File: config.mk
export PLATFORM = sky130hd
export DESIGN_NAME = layer_write_scheduler
export DESIGN_NICKNAME = d
export VERILOG_FILES = /design/src/rtl/layer_write_scheduler.sv
export SDC_FILE = /design/constraint.sdc
export NUM_CORES = 1
export LEC_CHECK = 0
export ABC_AREA = 1
export CAP_MARGIN = 40
export CORE_ASPECT_RATIO = 1.2
export CORE_MARGIN = 3
export CORE_UTILIZATION = 50
export DETAILED_ROUTE_END_ITERATION = 12
export PLACE_DENSITY = 0.71
export SETUP_SLACK_MARGIN = 0.05
export SYNTH_ARGS = -nofsm -noshare
export SYNTH_HDL_FRONTEND = slang
export SYNTH_SLANG_ARGS = --single-unit
File: constraint.sdc
create_clock -name clk -period 3.4 [get_ports clk]
set_input_delay 0.68 -clock clk [delete_from_list [all_inputs] [get_ports clk]]
set_output_delay 0.68 -clock clk [all_outputs]
set_load 0.02 [all_outputs]
File: src/rtl/layer_write_scheduler.sv
// Arbitrated write stream into the three drawing-layer frame memories:
// full-screen clear sweeps and square brush stamps share one registered write port.
module layer_write_scheduler #(
    parameter int unsigned H_RES     = 640,
    parameter int unsigned V_RES     = 480,
    parameter int unsigned DATA_W    = 4,
    parameter int unsigned CLEAR_VAL = 0
) (
    input  logic              clk,
    input  logic              reset,
    input  logic              clear_req,
    input  logic [2:0]        clear_mask,
    input  logic              stamp_valid,
    output logic              stamp_ready,
    input  logic [9:0]        cursor_x,
    input  logic [9:0]        cursor_y,
    input  logic [1:0]        cursor_size,
    input  logic [2:0]        layer_mask,
    input  logic              eraser,
    input  logic [DATA_W-1:0] pen_data,
    output logic [9:0]        wr_x,
    output logic [9:0]        wr_y,
    output logic [DATA_W-1:0] wr_data,
    output logic [2:0]        we_layer,
    output logic              busy
);

    localparam logic [9:0]        XLast  = 10'(H_RES - 1);
    localparam logic [9:0]        YLast  = 10'(V_RES - 1);
    localparam logic [10:0]       XLimit = 11'(H_RES);
    localparam logic [10:0]       YLimit = 11'(V_RES);
    localparam logic [DATA_W-1:0] ClrVal = DATA_W'(CLEAR_VAL);

    typedef enum logic [1:0] {StIdle, StClear, StStamp} state_e;

    state_e              state_q;
    logic [2:0]          pend_q;
    logic [2:0]          act_q;
    logic [9:0]          base_x_q;
    logic [9:0]          base_y_q;
    logic [4:0]          n_q;
    logic [4:0]          off_x_q;
    logic [4:0]          off_y_q;
    logic [2:0]          smask_q;
    logic [DATA_W-1:0]   sdata_q;

    logic [2:0]          req_bits;
    logic [4:0]          size_n;
    logic [DATA_W-1:0]   acc_data;
    logic                acc_on;
    logic [4:0]          n_last;
    logic                row_end;
    logic                stamp_done;
    logic [4:0]          nx_off_x;
    logic [4:0]          nx_off_y;
    logic [10:0]         sum_x;
    logic [10:0]         sum_y;
    logic                sum_on;

    always_comb begin
        req_bits    = clear_req ? clear_mask : 3'b000;
        // A clear arriving this cycle already blocks a stamp, giving clear priority.
        stamp_ready = (state_q == StIdle) && ((pend_q | req_bits) == 3'b000) && !reset;
        busy        = !reset && ((state_q != StIdle) || (pend_q != 3'b000));

        unique case (cursor_size)
            2'b00:   size_n = 5'd4;
            2'b01:   size_n = 5'd8;
            2'b10:   size_n = 5'd20;
            default: size_n = 5'd0;
        endcase
        acc_data = eraser ? ClrVal : pen_data;
        acc_on   = ({1'b0, cursor_x} < XLimit) && ({1'b0, cursor_y} < YLimit);

        n_last     = n_q - 5'd1;
        row_end    = (off_x_q == n_last);
        stamp_done = (n_q == 5'd0) || (row_end && (off_y_q == n_last));
        nx_off_x   = row_end ? 5'd0 : off_x_q + 5'd1;
        nx_off_y   = row_end ? off_y_q + 5'd1 : off_y_q;
        // 11-bit sums so pixels past the right/bottom edge are masked, never wrapped.
        sum_x      = {1'b0, base_x_q} + {6'b0, nx_off_x};
        sum_y      = {1'b0, base_y_q} + {6'b0, nx_off_y};
        sum_on     = (sum_x < XLimit) && (sum_y < YLimit);
    end

    always_ff @(posedge clk) begin
        if (reset) begin
            state_q  <= StIdle;
            pend_q   <= 3'b000;
            act_q    <= 3'b000;
            base_x_q <= '0;
            base_y_q <= '0;
            n_q      <= '0;
            off_x_q  <= '0;
            off_y_q  <= '0;
            smask_q  <= '0;
            sdata_q  <= '0;
            wr_x     <= '0;
            wr_y     <= '0;
            wr_data  <= '0;
            we_layer <= '0;
        end else begin
            pend_q   <= pend_q | req_bits;
            we_layer <= 3'b000;
            unique case (state_q)
                StIdle: begin
                    if (pend_q != 3'b000) begin
                        state_q  <= StClear;
                        act_q    <= pend_q;
                        pend_q   <= req_bits;
                        wr_x     <= '0;
                        wr_y     <= '0;
                        wr_data  <= ClrVal;
                        we_layer <= pend_q;
                    end else if (stamp_valid && stamp_ready) begin
                        state_q  <= StStamp;
                        base_x_q <= cursor_x;
                        base_y_q <= cursor_y;
                        n_q      <= size_n;
                        smask_q  <= layer_mask;
                        sdata_q  <= acc_data;
                        off_x_q  <= '0;
                        off_y_q  <= '0;
                        if (size_n != 5'd0) begin
                            wr_x     <= cursor_x;
                            wr_y     <= cursor_y;
                            wr_data  <= acc_data;
                            we_layer <= acc_on ? layer_mask : 3'b000;
                        end
                    end
                end
                StClear: begin
                    if (wr_x == XLast && wr_y == YLast) begin
                        state_q <= StIdle;
                    end else begin
                        if (wr_x == XLast) begin
                            wr_x <= '0;
                            wr_y <= wr_y + 10'd1;
                        end else begin
                            wr_x <= wr_x + 10'd1;
                        end
                        we_layer <= act_q;
                    end
                end
                StStamp: begin
                    if (stamp_done) begin
                        state_q <= StIdle;
                    end else begin
                        off_x_q  <= nx_off_x;
                        off_y_q  <= nx_off_y;
                        wr_x     <= sum_x[9:0];
                        wr_y     <= sum_y[9:0];
                        wr_data  <= sdata_q;
                        we_layer <= sum_on ? smask_q : 3'b000;
                    end
                end
                default: state_q <= StIdle;
            endcase
        end
    end

endmodule

==> summary.txt, run 1 <==
Outcome
  – Run status: complete, no violations

Critical path
  – Cells along the critical path: inv_2 -> ha_4 -> xor2_1 -> nand3_1 -> nor2_4 -> buf_6 -> nand2_1 -> o21ai_0 -> inv_1 -> ha_1 -> nand2_1 -> inv_1 -> nor2_1 -> nand3_1 -> nand2_1 -> nor2_1 -> a21oi_1 -> buf_4 -> nand3_1 -> a21oi_1
  – Worst reg2reg endpoint: we_layer[1]
  – Delay of the slowest cell on the worst path: roughly 0.35 ns
  – Worst endpoint data arrival time: approximately 3.4 ns
  – Worst reg2reg path startpoint: n_q[2]
  – CP required: approximately 3.7 ns
  – R2R Setup Slk: roughly 0.26 ns
  – Kind of start point of the critical path: flip-flop
  – Highest net fanout along the worst path: 13
  – Depth of the worst register-to-register path: 20
  – Highest-delay cell along the critical path: dfxtp_2
  – Critical path class: reg2reg
  – Critical Path Sink Type: flip-flop

Logic synthesis
  – Synthesized area per cell: roughly 6.1 um2
  – Sequential cell area fraction in the yosys report: between 20 and 30%
  – Leading area contributor after synthesis: dfxtp_1
  – Top-area cell type share of the netlist area: between 20% and 30%
  – Post-Synthesis Net Count: ~900
  – Top area cells in the synthesized netlist: dfxtp_1 29%, nand2_1 18%, nand3_1 8.0%
  – Number of synthesized register bits: 75
  – Most used standard cell by instance count after synthesis: nand2_1
  – Share of flip-flops with an asynchronous set or reset: 0%
  – Synthesized instance count: roughly 840
  – Commonest cells in the netlist: 246 x nand2_1, 94 x nor2_1, 82 x nand3_1
  – Post-synth EDFFs: 0
  – Synthesized area: 5134 um2
  – Synthesis warning total: 0
  – Post-synth top flop: dfxtp_1
  – Distinct cell type count after synthesis: 39

Layout
  – Ratio of cells with drive above 1 in the final layout: around 6.8%
  – Total Nets Final: roughly 960
  – Antenna cell count: 0
  – Synth-to-layout area growth: 22.42%

CTS
  – Number of buffers inserted during clock tree synthesis: 9
  – Number of hold buffers added after cts: 0
  – Largest buffer count on any clock path: 2
  – H-tree depth: 3
  – Sinks on the clock net: 75
  – Root Driver: clkbuf_16
  – Clock transition at the registers of the reported paths: around 0.060 ns
  – Insertion delay to the later sink of the worst-skew pair: approximately 0.34 ns
  – CTS tree: built

STA
  – Final setup viols: 0
  – Post-route clock period utilization: between 90% and 100%
  – Setup repair after global routing missed its margin: false
  – Slew Limit Headroom: about 50%
  – Slew of the pin with the lowest slew margin: 0.7464 ns
  – Final-report hold violation count: 0
  – Worst clock skew on the final layout: about 0.0068 ns
  – Tmin final: ~3.1 ns
  – Slew Viols, Final: 0
  – Setup TNS after final layout: 0 ns
  – Max Clock Freq: 318.9 MHz

Floorplanning
  – Initial cell density of the core: a little over half
  – I/O pin count: 66
  – Height of the chip: between 100 and 150 um
  – Die Area: between 10,000 and 15,000 um2
  – Core footprint: between 9000 and 10,000 um2
  – Rows: 39
  – Die span in x: about 100 um

Routing
  – Detail Route Antenna Nets: 0
  – Sum of routed wire length over all layers: roughly 16,000 um
  – Detailed-route via count: between 5,000 and 6,000
  – Wire length per cell after detailed routing: about 16 um
  – Initial DRC count: approximately 420
  – Number of DRC violations after detailed routing: 0
  – Router iterations before antenna repair: 5
  – Detailed-route vias per instance: about 5.6

Power
  – Worst supply voltage drop on vdd: 0.4788 mV
  – Total power divided by cell area: between 700 and 800 nW/um2
  – PnR Total Power: around 0.0048 W
  – Pleak: around 2.8 nW

Placed design
  – Post-DP HPWL: roughly 12,000 um
  – Final Wtd Congestion: about 0.9
  – Port Buf Inserts: between 60 and 70

Min path
  – End point of the worst hold path: smask_q[0]
  – Class of the most critical hold timing path: reg2reg
  – Beginning of the worst hold path: smask_q[0]
  – Hold path cells: 2

Global route
  – Residual overflow from global routing: 0
  – Global Route Usage Sum: roughly 28%
  – Wire length of the first global-routing pass: around 26,000 um
  – Via count of the first global-routing pass: roughly 5,400
  – Largest net degree at the start of global routing: 45
  – Initial antenna violation count: 0

Run
  – Max-cap viol count: 0
## through the flow
stage	std cells	setup slack (ns)	hold WS (ns)	area (um2)	util, %
6_report	1025	0.2643	0.4614	6285	64.40
5_1_grt	1025	0.05854	0.4878	6285	64.40
3_3_place_gp	1008	0.2591	0.4495	5894	60.40
2_1_floorplan	838	0.4678	0.4300	5134	-
3_5_place_dp	1008	0.1018	0.4499	5894	60.40
4_1_cts	1024	0.07980	0.4596	6222	63.76
## how the worst max path moves through the flow
stage | end | cells after the start | from | slack, ns
2_1_floorplan | we_layer[0] | 19 | n_q[2] | 0.47
3_3_place_gp | we_layer[2] | 20 | n_q[2] | 0.26
3_5_place_dp | we_layer[1] | 20 | n_q[2] | 0.10
4_1_cts | we_layer[1] | 20 | n_q[2] | 0.08
5_1_grt | we_layer[0] | 24 | n_q[3] | 0.06
6_report | we_layer[1] | 20 | n_q[2] | 0.26
## layout by cell type (no fill, tap or decap), types with 5 or more instances in the layout
master,synthesis,routed
a21oi_1,75,74
nor2_1,94,94
nand2_1,246,245
nand4_1,20,20
inv_1,80,79
o21ai_0,50,50
buf_4,0,10
nor3_1,12,12
dfxtp_1,75,74
clkdlybuf4s50_1,0,65
clkbuf_16,0,9
ha_1,22,17
nand3_2,4,5
xor2_1,6,6
nand3_1,82,81
## flip-flops by register name, indices dropped and copies added, names as in the netlist, 4 cells and up
name	flops
base_x_q	10
base_y_q	10
off_x_q	5
off_y_q	5
sdata_q	4
wr_data	4
wr_x	10
wr_y	10
## metal layers
layer / part of all wire, % / vias up / GRT usage [%]
met5: 0 / - / 0
met4: 1.9 / 0 / 9.199
met3: 5.8 / 29 / 4.031
met2: 46 / 198 / 45.74
met1: 46 / 2612 / 38.73
li1: - / 2861 / -
## critical path, delay by kind of cell, from the launching register on
family                   cells  cell delay (ns)
AO/OA/AOI/OAI                3             0.39
buffers and inverters        5             0.58
flip-flops                   1             0.35
adder cells (fa/ha/maj)      2             0.62
AND/OR/NAND/NOR              9             0.97
XOR/XNOR                     1             0.15
## report_power, final
| part | switching, W | internal (W) |
|---|---|---|
| Sequential | 0.000209 | 0.00107 |
| Clock | 0.000400 | 0.000663 |
| Combinational | 0.00158 | 0.000854 |
## layout make-up
cell class                 count  area (um2)
fill                         909        3475
timing repair buffer          76       737.0
tap                          123       153.9
sequential                    75        1503
clock buffer                  10       239.0
multi-input combinational    653        3256
inverter                      82       307.8
clock inverter                 6       88.84
## logic make-up (layout without fill, tap and decap cells)
group / after synthesis / after routing / synth area share, %
AND/OR/NAND/NOR: 476 / 476 / 39.95
AO/OA/AOI/OAI: 146 / 146 / 15.16
buffers and inverters: 110 / 174 / 8.311
flip-flops: 75 / 75 / 29.25
adder cells (fa/ha/maj): 24 / 24 / 6.142
XOR/XNOR: 7 / 7 / 1.194
## timing repair
action,CTS,global route
resized for setup,0,14
setup endpoints to repair,0,10
setup buffers,0,1
hold endpoints to repair,0,0
Power figures use the tool's default switching activity.
==> inputs of run 2 (changes only) <==
CORE_MARGIN = default   (was 3)
==> summary.txt, run 2 (same netlist as run 1, synthesis figures left out) <==
Critical path
  – Critical Path Sink Type: flip-flop
  – Critical path class: reg2reg
  – Capturing instance or port of the critical path: we_layer[0]
  – Highest net fanout along the worst path: 6
  – R2R Setup Slk: just over 0.3 ns
  – Worst reg2reg path startpoint: n_q[2]
  – Worst reg2reg endpoint: we_layer[0]
  – Kind of start point of the critical path: flip-flop
  – Depth of the worst register-to-register path: 22
  – CP required: around 3.7 ns
  – Launching instance or port of the critical path: n_q[2]
  – Worst endpoint data arrival time: between 3 and 4 ns

CTS
  – Number of hold buffers added after cts: 0
  – Insertion delay to the later sink of the worst-skew pair: between 0.3 and 0.4 ns
  – Number of buffers inserted during clock tree synthesis: 9
  – CTS tree: built
  – Largest buffer count on any clock path: 2
  – Sinks on the clock net: 75
  – H-tree depth: 3
  – Root Driver: clkbuf_16
  – Clock transition at the registers of the reported paths: around 0.06 ns

Power
  – Total power divided by cell area: ~770 nW/um2
  – Worst supply voltage drop on vdd: around 0.40 mV
  – Pleak: 2.779 nW

Min path
  – Class of the most critical hold timing path: reg2reg
  – Beginning of the worst hold path: smask_q[0]

STA
  – Setup TNS after final layout: 0 ns
  – Final setup viols: 0
  – Slew Viols, Final: 0
  – Worst clock skew on the final layout: roughly 0.0066 ns
  – Setup repair after global routing missed its margin: false
  – Post-route worst setup slack: slightly above 0.3 ns
  – Slew Limit Headroom: 54.72%
  – Worst hold margin: ~0.47 ns
  – Post-route clock period utilization: 91.02%
  – Max Clock Freq: between 300 and 400 MHz
  – Slew of the pin with the lowest slew margin: 0.6784 ns
  – Final-report hold violation count: 0
  – Tmin final: about 3.1 ns

Floorplanning
  – Initial cell density of the core: about half
  – Rows: 40
  – Core footprint: between 10,000 and 15,000 um2
  – I/O pin count: 66
  – Height of the chip: ~110 um
  – Die Area: 10,680 um2
  – Die span in x: roughly 95 um

Global route
  – Wire length of the first global-routing pass: around 25,000 um
  – Global Route Usage Sum: around 30%
  – Via count of the first global-routing pass: 5,178
  – Largest net degree at the start of global routing: between 40 and 50
  – Residual overflow from global routing: 0
  – Initial antenna violation count: 0

Layout
  – Most frequent standard cell in the layout excluding fill and tap cells: nand2_1
  – Synth-to-layout area growth: 23.40%
  – Highest-count cells in the layout ignoring fill and taps: 245 x nand2_1, 94 x nor2_1, 81 x nand3_1
  – Total Nets Final: ~960
  – Ratio of cells with drive above 1 in the final layout: between 6 and 7%
  – Antenna cell count: 0
  – Final Instance Area: approximately 6300 um2

Routing
  – Sum of routed wire length over all layers: 15,300 um
  – Number of DRC violations after detailed routing: 0
  – Router iterations before antenna repair: 5
  – Wire length per cell after detailed routing: 14.87 um
  – Detailed-route via count: about 5,700
  – Detailed-route vias per instance: between 5 and 6
  – Detail Route Antenna Nets: 0
  – Initial DRC count: ~420

Outcome
  – Run status: complete, no violations

Placed design
  – Post-DP HPWL: approximately 12,000 um
  – Placement-stage worst setup slack: between 0.05 and 0.06 ns
  – Post-place instance area: 5898 um2
  – Final Wtd Congestion: between 0.9 and 1
  – Port Buf Inserts: 65

Run
  – Max-cap viol count: 0
-- run 2: cell count changes in the layout (fill, tap and decap cells not counted), sizes merged --
cell,delta
clkbuf,-1
bufinv,+2
clkinv,-1
buf,+1
-- run 2: area by class of cell --
class | count | area (um2)
Clock buffer | 9 | 225.2
Clock inverter | 7 | 140.1
Fill cell | 977 | 3675
Inverter | 82 | 307.8
Multi-Input combinational cell | 653 | 3261
Sequential cell | 75 | 1503
Tap cell | 126 | 157.7
Timing Repair Buffer | 77 | 740.7
-- run 2: report_power, final --
part	switching, W	total (W)	internal, W
registers	0.000207	0.00127	0.00107
clock network	0.000388	0.00118	0.000790
logic	0.00157	0.00242	0.000850
total	0.00217	0.00487	0.00271
-- run 2: how the worst min path moves through the flow --
stage / cells past startpoint / end / slack (ns)
after floorplan: 2 / smask_q[0] / 0.43
after global placement: 2 / wr_data[0] / 0.45
after detailed placement: 2 / smask_q[0] / 0.46
after CTS: 2 / smask_q[0] / 0.47
after global routing: 2 / pend_q[2] / 0.49
final: 2 / smask_q[0] / 0.47
-- run 2: through the flow --
| stage | util (%) | total power [W] | std cells |
|---|---|---|---|
| floorplan | - | 0.002896 | 838 |
| global placement | 58.93 | 0.003613 | 1011 |
| detailed placement | 58.93 | 0.003646 | 1011 |
| CTS | 62.61 | 0.004843 | 1027 |
| global route | 63.29 | 0.005218 | 1029 |
| finish | 63.29 | 0.004871 | 1029 |
-- run 2: worst max-delay path, stage by stage (launching register included) --
cell     delay (ns)
dfxtp_2        0.36
inv_2          0.07
ha_1           0.23
inv_1          0.08
nand2_1        0.05
nand2_1        0.08
nand2_1        0.05
nand2_1        0.10
nor2_4         0.06
or2_2          0.27
nand2_1        0.08
inv_1          0.05
ha_2           0.19
fa_2           0.40
nand3_1        0.10
nand3_1        0.10
nand2_1        0.09
nand3_1        0.09
nand2_1        0.08
nor2_1         0.05
a21oi_2        0.21
nand3_1        0.12
a21oi_2        0.13
-- run 2: routing by layer --
layer	global-route usage (%)	vias up	part of all wire (%)	wire, um
met1	40.52	2601	46	7019
met4	11.62	0	2.0	308
met5	0	-	0	0
met2	48.12	200	46	7036
met3	3.831	27	6.1	935
li1	-	2867	-	-
-- run 2: timing repair --
action | in CTS | in global routing
pin swaps | 0 | 3
gates resized for setup | 1 | 13
endpoints found under the setup margin | 2 | 13
buffers inserted | 0 | 2
